File: config.mk
export PLATFORM = sky130hd
export DESIGN_NAME = dffrf_2r1w_ctrl
export DESIGN_NICKNAME = d
export VERILOG_FILES = /design/src/rtl/dffrf_pkg.sv /design/src/rtl/dffrf_2r1w_ctrl.sv
export SDC_FILE = /design/constraint.sdc
export NUM_CORES = 1
export LEC_CHECK = 0
export ABC_AREA = 1
export CAP_MARGIN = 20
export CORE_ASPECT_RATIO = 2
export CORE_MARGIN = 2
export CORE_UTILIZATION = 45
export DETAILED_ROUTE_END_ITERATION = 10
export DONT_BUFFER_PORTS = 1
export PLACE_DENSITY_LB_ADDON = 0.25
export SLEW_MARGIN = 40
export SYNTH_ARGS = -nofsm -noshare
export SYNTH_HDL_FRONTEND = slang
export SYNTH_SLANG_ARGS = --single-unit
File: constraint.sdc
create_clock -name CLK -period 2.2 [get_ports CLK]
set_input_delay 0.44 -clock CLK [delete_from_list [all_inputs] [get_ports CLK]]
set_output_delay 0.44 -clock CLK [all_outputs]
set_load 0.02 [all_outputs]
File: src/rtl/dffrf_pkg.sv
// Shared definitions for the DFFRF_2R1W register-file controller.
package dffrf_pkg;

    localparam int AW_DEF = 5;
    localparam int DW_DEF = 32;

    typedef enum logic {
        ST_INIT = 1'b0,
        ST_RUN  = 1'b1
    } state_t;

endpackage

File: src/rtl/dffrf_2r1w_ctrl.sv
// Initiator-side controller for the DFFRF_2R1W macro: zero-fill after reset,
// then valid/ready reads and writes with same-cycle write->read bypass.
module dffrf_2r1w_ctrl
    import dffrf_pkg::*;
#(
    parameter int AW      = AW_DEF,
    parameter int DW      = DW_DEF,
    parameter bit ZERO_R0 = 1'b1
) (
    input  logic          CLK,
    input  logic          RST_N,
    output logic          INIT_DONE,
    input  logic          RD_VALID,
    output logic          RD_READY,
    input  logic [AW-1:0] RD_A,
    input  logic [AW-1:0] RD_B,
    output logic          RSP_VALID,
    output logic [DW-1:0] RSP_DA,
    output logic [DW-1:0] RSP_DB,
    input  logic          WR_VALID,
    output logic          WR_READY,
    input  logic [AW-1:0] WR_ADDR,
    input  logic [DW-1:0] WR_DATA,
    output logic          RF_WE,
    output logic [AW-1:0] RF_RW,
    output logic [DW-1:0] RF_DW,
    output logic [AW-1:0] RF_RA,
    output logic [AW-1:0] RF_RB,
    input  logic [DW-1:0] RF_DA,
    input  logic [DW-1:0] RF_DB
);

    // state   | meaning
    // ST_INIT | zero-filling entries 0..2**AW-1, requests refused
    // ST_RUN  | serving read pairs and writes every cycle

    state_t          state;
    logic [AW-1:0]   fill_cnt;
    logic            run;
    logic            rd_acc;
    logic            wr_acc;
    logic            wr_do;
    logic            rsp_v;
    logic [AW-1:0]   rd_a_q;
    logic [AW-1:0]   rd_b_q;
    logic            byp_v;
    logic [AW-1:0]   byp_addr;
    logic [DW-1:0]   byp_data;
    logic [DW-1:0]   hold_da;
    logic [DW-1:0]   hold_db;
    logic [DW-1:0]   mux_da;
    logic [DW-1:0]   mux_db;

    assign run      = (state == ST_RUN);
    assign RD_READY = run;
    assign WR_READY = run;
    assign rd_acc   = RD_VALID & run;
    assign wr_acc   = WR_VALID & run;
    assign wr_do    = wr_acc & ~(ZERO_R0 && (WR_ADDR == '0));

    assign RF_RA = RD_A;
    assign RF_RB = RD_B;

    always_comb begin
        RF_WE = 1'b1;
        RF_RW = fill_cnt;
        RF_DW = '0;
        if (run) begin
            RF_WE = wr_do;
            RF_RW = WR_ADDR;
            RF_DW = WR_DATA;
        end
    end

    // The macro returns pre-write data on a collision, so a write from the
    // acceptance cycle overrides it; hardwired zero has the last word.
    always_comb begin
        mux_da = RF_DA;
        mux_db = RF_DB;
        if (byp_v && (byp_addr == rd_a_q)) mux_da = byp_data;
        if (byp_v && (byp_addr == rd_b_q)) mux_db = byp_data;
        if (ZERO_R0 && (rd_a_q == '0)) mux_da = '0;
        if (ZERO_R0 && (rd_b_q == '0)) mux_db = '0;
    end

    // Macro data arrives in the response cycle itself; holding registers keep
    // the last delivered value stable while no response is presented.
    assign RSP_VALID = rsp_v;
    assign RSP_DA    = rsp_v ? mux_da : hold_da;
    assign RSP_DB    = rsp_v ? mux_db : hold_db;

    always_ff @(posedge CLK) begin
        if (!RST_N) begin
            state     <= ST_INIT;
            fill_cnt  <= '0;
            INIT_DONE <= 1'b0;
            rsp_v     <= 1'b0;
            rd_a_q    <= '0;
            rd_b_q    <= '0;
            byp_v     <= 1'b0;
            byp_addr  <= '0;
            byp_data  <= '0;
            hold_da   <= '0;
            hold_db   <= '0;
        end else begin
            case (state)
                ST_INIT: begin
                    fill_cnt <= fill_cnt + 1'b1;
                    if (fill_cnt == '1) begin
                        state     <= ST_RUN;
                        INIT_DONE <= 1'b1;
                    end
                end
                ST_RUN: ;
                default: state <= ST_INIT;
            endcase

            rsp_v <= rd_acc;
            byp_v <= wr_do;
            if (rd_acc) begin
                rd_a_q <= RD_A;
                rd_b_q <= RD_B;
            end
            if (wr_do) begin
                byp_addr <= WR_ADDR;
                byp_data <= WR_DATA;
            end
            if (rsp_v) begin
                hold_da <= mux_da;
                hold_db <= mux_db;
            end
        end
    end

endmodule

==> impl_metrics.tcl, run 1 <==
set metrics [dict create \
    rsz0062_at_grt "yes" \
    arrival_ps 1820 \
    p_sw_frac 0.216 \
    crit_fanout 10 \
    wirelength_mm 22.3 \
    dieArea_um2 16200 \
    synth_cell_types 24 \
    synth.top_cell.area_share 0.352 \
    setup_viol 54 \
    path_clk_slew_ps 60 \
    min_period_over_period 1.03 \
    final_hold_viol_count 0 \
    yosysWarnings 0 \
    final_common_cell "inv_1" \
    synthAdderAreaFrac 0.00367 \
    drt-initial-drc-count 192 \
    cts_buffer_depth 2 \
    synth_mux_area_frac 0 \
    track_usage 0.254 \
    dr.pass1.iters 6 \
    vias 6361 \
    cts-buffers-inserted 17 \
    finalNetCount 1085 \
    vias_per_cell 5.41 \
    fin_ws_ps -57.2 \
    yosysSeqAreaShare 0.352 \
    h-tree-depth 4 \
    crit_type "reg2out" \
    place_hpwl_mm 14.1 \
    synth-simple-area-share 0.339 \
    ys_seq_elements 120 \
    clkPwrFrac 0.566 \
    wl_per_cell_um 19.0 \
    ir_worst_vdd_mv 0.622 \
    fin_crit_ps 2260 \
    initial_core_util 0.460 \
    cp.required_ps 1760 \
    syn_avg_cell_area_um2 7.16 \
    grt_pass1_wl_mm 31.4 \
    maxCapViolCount 0 \
    grt_start_max_net_pins 65 \
    tightest_slew_ps 521 \
    synth-xor-area-share 0 \
    die_h_um 178 \
    start_kind "flip-flop" \
    final_layout_size_suffix_gt1_frac 0.460 \
    ios 231 \
    synth_compound_area_frac 0.161 \
    fmax_mhz 443 \
    status "finished with violations" \
    cp-end-kind "output port" \
    relSlewSlack 0.653 \
    drc 0 \
    leakage_nw 3.81 \
    final_cell_mix "inv_1, nand2_1, dfxtp_1" \
    cts_sinks 120 \
    combPwrFrac 0.038 \
    power_density_nw_per_um2 595 \
    synth_area_leaders "dfxtp_1, nand2_1, nand3_2" \
    finClkSkew_ps 10.8 \
    diodes 0 \
    ctsRootBufferMaster "clkbuf_16" \
    p_switching_mw 1.19 \
    p_int_mw 4.31 \
    die_w_um 91.1 \
    hold_class "in2reg" \
    area_growth_pct 35.3 \
    cts_tree "done" \
    antenna_found_initial 0 \
    finalPower_mw 5.49 \
    place_worst_setup_slack_ps 178 \
    fp-row-count 63 \
    postRouteAntennaNets 0 \
    grt-ovfl-total 0 \
    synth_top_family_by_area "simple AND/OR/NAND/NOR gates" \
    fill_cells 1357 \
    place.gp.congestion 0.840 \
    seqPwrFrac 0.396 \
    synth_nets 1070 \
    syn_area_um2 6820 \
    maxSlewViolCount 0 \
    place.port_buffers 0 \
    syn_inst 953 \
    cts_hold_buf 0 \
    coreArea_um2 14800 \
    yosysTopAreaCell "dfxtp_1" \
    grt_pass1_vias 5934 \
    clkLatencyLatePin_ps 420 \
    violations "setup timing" \
]
## through the flow
stage | TNS [ps] | instances | cell area (um2) | hold WS [ps] | utilization
2_1_floorplan | 0 | 953 | 6820 | 450 | -
3_3_place_gp | 0 | 1110 | 6990 | 461 | 0.472
3_5_place_dp | 0 | 1110 | 6990 | 471 | 0.472
4_1_cts | -400 | 1162 | 8500 | 131 | 0.573
5_1_grt | -5750 | 1176 | 9230 | 141 | 0.623
6_report | -1160 | 1176 | 9230 | 144 | 0.623
## worst max-delay path, cell delays in order (launching register included)
cell and delay [ps]:
dfxtp_2 360, inv_2 60, nand2_2 90, nand2_2 70, nor2_4 120, nand3_4 160, clkbuf_16 230, nand2_2 70
nand3_2 100, nand2_4 130
## Yosys cell counts, drive strengths merged
cell type / number
nand4: 3
a21oi: 118
o21ai: 57
ha: 2
nand3: 133
nor2: 24
nor3: 3
buf: 36
dfxtp: 120
nand2: 269
inv: 156
clkbuf: 32
## final timing paths
path,start,endpoint,slack (ps),cells after the start
min,RST_N,rd_b_q[4]$_SDFFE_PN0P_,140,2
min reg2reg,byp_data[9]$_SDFFE_PN0P_,byp_data[9]$_SDFFE_PN0P_,500,2
max,byp_addr[1]$_SDFFE_PN0P_,RSP_DA[22],-60,9
max reg2reg,byp_addr[0]$_SDFFE_PN0P_,hold_db[14]$_SDFF_PN0_,540,11
## sequential cells by signal, indices dropped and copies added, names as in the netlist, 5 cells and up
signal and cells:
byp_data 32, hold_da 32, hold_db 32, byp_addr 5
fill_cnt 5, rd_a_q 5, rd_b_q 5
## kinds of logic after synthesis
group,Yosys count
flops,120
compound gates,175
simple gates,432
buf+inv,224
fa+ha+maj,2
## power by group through the flow
stage                     sequential [mW]  combinational (mW)  clock [mW]
final                                2.18               0.209        3.11
after global placement               2.23               0.184           0
after CTS                            2.18               0.185        3.14
after global routing                 2.18               0.229        3.23
after detailed placement             2.23               0.183           0
after floorplan                      2.23               0.178           0
## per-layer routing
metal | vias to the layer above | wire [um] | track usage | share of wire
li1 | 3029 | - | - | -
met1 | 3010 | 7830 | 0.262 | 0.35
met2 | 257 | 12200 | 0.465 | 0.55
met3 | 65 | 1250 | 0.0549 | 0.056
met4 | 0 | 1060 | 0.150 | 0.047
met5 | - | 0 | 0 | 0
## what timing repair did
item                                    4_1_cts  5_1_grt
buffers inserted                             17       11
pin swaps                                    36       40
cloned                                        3        4
endpoints found under the setup margin       64       64
resized for setup                           183      124
## cell type report
cell class	count	area [um2]	area share
inverters	156	601	0.0651
repair buffers	64	754	0.0818
clock inverters	12	198	0.0214
flip-flops and latches	120	2440	0.264
multi-input cells	609	4540	0.492
well taps	195	244	0.0264
clock buffers	20	457	0.0495
(Power assumes the default switching activity.)
==> run 2, diff against run 1 <==
- PLACE_DENSITY_LB_ADDON: 0.25 -> not set
==> impl_metrics.tcl, run 2 (synthesized netlist as in run 1, its figures left out) <==
set metrics [dict create \
    status "finished with violations" \
    dr.pass1.iters 5 \
    initial_core_util 0.460 \
    final_cells 1201 \
    wl_per_cell_um 19.3 \
    place.port_buffers 0 \
    coreArea_um2 14800 \
    place_hpwl_mm 14.1 \
    fp-row-count 63 \
    fin_crit_ps 2260 \
    cts_hold_buf 0 \
    fill_cells 1225 \
    die_h_um 178 \
    crit_type "reg2out" \
    final_cell_mix "inv_1, nand2_1, dfxtp_1" \
    power_density_nw_per_um2 563 \
    cts_buffer_depth 2 \
    die_w_um 91.1 \
    ir_worst_vdd_mv 0.485 \
    wirelength_mm 23.2 \
    cp-end-kind "output port" \
    min_period_over_period 1.03 \
    crit_fanout 5 \
    diodes 0 \
    tightest_slew_ps 493 \
    grt_start_max_net_pins 52 \
    fmax_mhz 442 \
    hold_class "in2reg" \
    relSlewSlack 0.672 \
    drt-initial-drc-count 273 \
    dieArea_um2 16200 \
    area_growth_pct 44.9 \
    top_regs "byp_data: 32 flops, hold_da: 32 flops, hold_db: 32 flops" \
    grt-ovfl-total 0 \
    finClkSkew_ps 14.4 \
    ctsRootBufferMaster "clkbuf_16" \
    rsz0062_at_grt "yes" \
    maxSlewViolCount 0 \
    multiInputGateArea_um2 4890 \
    postLayoutCoreUtil 0.667 \
    clkLatencyLatePin_ps 420 \
    place.gp.congestion 0.841 \
    path_clk_slew_ps 60 \
    maxCapViolCount 0 \
    hold_ws_ps 159 \
    r2r_cells 11 \
    grt_pass1_vias 6197 \
    setup_viol 62 \
    cts-buffers-inserted 17 \
    cts_tree "done" \
    regArea_um2 2440 \
    track_usage 0.255 \
    leakage_nw 4.00 \
    cts_sinks 120 \
    final_hold_viol_count 0 \
    vias_per_cell 5.40 \
    h-tree-depth 4 \
    antenna_found_initial 0 \
    finalPower_mw 5.56 \
    dp.cells 1110 \
    cp.required_ps 1760 \
    final_layout_size_suffix_gt1_frac 0.482 \
    fin_ws_ps -62.8 \
    finalNetCount 1110 \
    final_common_cell "inv_1" \
    arrival_ps 1820 \
    hold_path_depth 2 \
    violations "setup timing" \
    drc 0 \
    vias 6484 \
    grt_pass1_wl_mm 32.4 \
    start_kind "flip-flop" \
    postRouteAntennaNets 0 \
    ios 231 \
]
[run 2: through the flow]
step | setup slack, ps | TNS [ps] | area [um2]
4_1_cts | -77.4 | -1110 | 8780
3_5_place_dp | 184 | 0 | 6980
6_report | -62.8 | -1580 | 9880
5_1_grt | -147 | -6770 | 9880
3_3_place_gp | 155 | 0 | 6980
2_1_floorplan | 417 | 0 | 6820
[run 2: worst paths after layout]
path / startpoint / end / slack [ps]
setup / recovery: rd_b_q[0]$_SDFFE_PN0P_ / RSP_DB[2] / -60
hold / removal: RST_N / rd_b_q[2]$_SDFFE_PN0P_ / 160
setup reg to reg: rd_b_q[0]$_SDFFE_PN0P_ / hold_db[1]$_SDFF_PN0_ / 480
hold reg to reg: byp_addr[2]$_SDFFE_PN0P_ / byp_addr[2]$_SDFFE_PN0P_ / 490
[run 2: critical path, cell delays in order, from the launching register on]
cell,delay [ps]
dfxtp_4,390
inv_4,50
nand2_4,90
nand2_4,60
nor2_4,130
nand3_4,180
buf_8,220
nand2_2,70
nand3_2,110
nand2_4,120
[run 2: area by class of cell]
cell class                 instances  share of cell area
multi-input combinational        609               0.495
sequential                       120               0.247
timing repair buffer              89               0.105
inverter                         156              0.0610
clock buffer                      19              0.0458
tap                              195              0.0247
clock inverter                    13              0.0220
[run 2: what timing repair did]
action                                  4_1_cts  5_1_grt
endpoints found under the setup margin       64       64
gates resized for setup                     203      170
pin swaps                                    51       41
gates cloned                                  5        6
setup buffers                                34       16
[run 2: layer usage]
layer | wire length [um] | track usage | share of wire
met5 | 0 | 0 | 0
met4 | 842 | 0.122 | 0.036
met3 | 995 | 0.0460 | 0.043
met2 | 13100 | 0.475 | 0.56
met1 | 8290 | 0.273 | 0.36
[run 2: report_power, final]
group	internal (mW)	switching, mW
registers	2.17	0.00455
logic	0.0773	0.150
clock network	2.09	1.08
total	4.33	1.23
==> run 3, diff against run 2 <==
- CORE_ASPECT_RATIO: 2 -> 0.9
- CTS_CLUSTER_SIZE: not set -> 12
- RECOVER_POWER: not set -> 50
==> impl_metrics.tcl, run 3 (synthesized netlist as in run 1, its figures left out) <==
set metrics [dict create \
    die_w_um 134 \
    start_kind "flip-flop" \
    leakage_nw 3.83 \
    wirelength_mm 22.0 \
    track_usage 0.244 \
    dieArea_um2 16200 \
    clkLatencyLatePin_ps 410 \
    drc 0 \
    relSlewSlack 0.660 \
    power_density_nw_per_um2 570 \
    crit_type "reg2out" \
    initial_core_util 0.462 \
    path_clk_slew_ps 50 \
    ir_worst_vdd_mv 0.541 \
    place.port_buffers 0 \
    area_growth_pct 37.6 \
    final_common_cell "inv_1" \
    grt_pass1_wl_mm 30.7 \
    grt_start_max_net_pins 51 \
    ios 231 \
    finClkSkew_ps 8.03 \
    die_h_um 121 \
    violations "setup timing" \
    rsz0062_at_grt "yes" \
    maxSlewViolCount 0 \
    cp-end-kind "output port" \
    hold_class "in2reg" \
    final_layout_size_suffix_gt1_frac 0.466 \
    vias 6200 \
    setup_viol 41 \
    cts-buffers-inserted 17 \
    fin_ws_ps -38.7 \
    min_period_over_period 1.02 \
    drt-initial-drc-count 360 \
    dr.pass1.iters 7 \
    cts_buffer_depth 2 \
    finalNetCount 1092 \
    vias_per_cell 5.23 \
    postRouteAntennaNets 0 \
    place_hpwl_mm 13.1 \
    fp-row-count 42 \
    antenna_found_initial 0 \
    status "finished with violations" \
    place.gp.congestion 0.897 \
    grt_pass1_vias 5773 \
    cp.required_ps 1760 \
    crit_fanout 8 \
    cts_sinks 120 \
    wl_per_cell_um 18.6 \
    grt-ovfl-total 0 \
    final_hold_viol_count 0 \
    coreArea_um2 14800 \
    tightest_slew_ps 510 \
    top_regs "byp_data: 32 flops, hold_da: 32 flops, hold_db: 32 flops" \
    fin_crit_ps 2240 \
    arrival_ps 1800 \
    fmax_mhz 447 \
    cts_hold_buf 0 \
    diodes 0 \
    dpl-instance-area_um2 6990 \
    cts_tree "done" \
    final_cell_mix "inv_1, nand2_1, dfxtp_1" \
    postLayoutCoreUtil 0.636 \
    finalInstanceArea_um2 9390 \
    h-tree-depth 4 \
    ctsRootBufferMaster "clkbuf_16" \
    maxCapViolCount 0 \
]
[run 3: worst paths after layout]
kind                               endpoint                     start  slack, ps  depth (start not counted)
setup / recovery                 RSP_DB[14]  byp_addr[0]$_SDFFE_PN0P_        -40                          9
setup reg to reg  byp_data[21]$_SDFFE_PN0P_       RD_READY$_SDFF_PN0_        400                          6
hold / removal       rd_b_q[2]$_SDFFE_PN0P_                     RST_N        160                          2
hold reg to reg      rd_b_q[2]$_SDFFE_PN0P_    rd_b_q[2]$_SDFFE_PN0P_        480                          2
[run 3: where the power goes]
part	total (mW)	switching, mW	internal, mW	leakage [nW]
Combinational	0.214	0.141	0.0729	2.55
Clock	2.96	0.999	1.96	0.309
Sequential	2.18	0.00440	2.17	0.976
Total	5.35	1.14	4.20	3.83
[run 3: layer usage]
layer	share of wire	routed length (um)	track usage	up-vias
met5	0	0	0	-
met1	0.45	9800	0.317	2895
met2	0.47	10400	0.397	225
met4	0.019	420	0.0598	0
met3	0.062	1360	0.0734	33
li1	-	-	-	3047
[run 3: area by class of cell]
class                   count  area, um2
repair buffers             71        821
fillers                  1257       5380
clock inverters             7        113
clock buffers              25        515
multi-input cells         609       4660
flip-flops and latches    120       2430
inverters                 156        596
well taps                 198        248
[run 3: repair_timing]
item | CTS | global route
setup endpoints to repair | 64 | 64
buffers inserted | 21 | 18
pin swaps | 31 | 49
cloned | 2 | 7
gates resized for setup | 156 | 166
[run 3: stage by stage]
step / hold WS, ps / setup slack [ps] / setup TNS [ps] / std cells / power (mW)
after floorplan: 450 / 417 / 0 / 953 / 2.41
after global placement: 462 / 235 / 0 / 1109 / 2.41
after detailed placement: 464 / 243 / 0 / 1109 / 2.41
after CTS: 143 / -37.7 / -257 / 1164 / 5.35
after global routing: 165 / -130 / -5740 / 1186 / 5.50
final: 159 / -38.7 / -783 / 1186 / 5.35
[run 3: critical path, stage by stage (launching register included)]
cell       delay [ps]
dfxtp_4           370
inv_4              50
nand2_2            70
o21ai_1            80
nor2_2            150
nand3_4           140
clkbuf_16         220
nand2_2            70
nand3_2           100
nand2_4           120
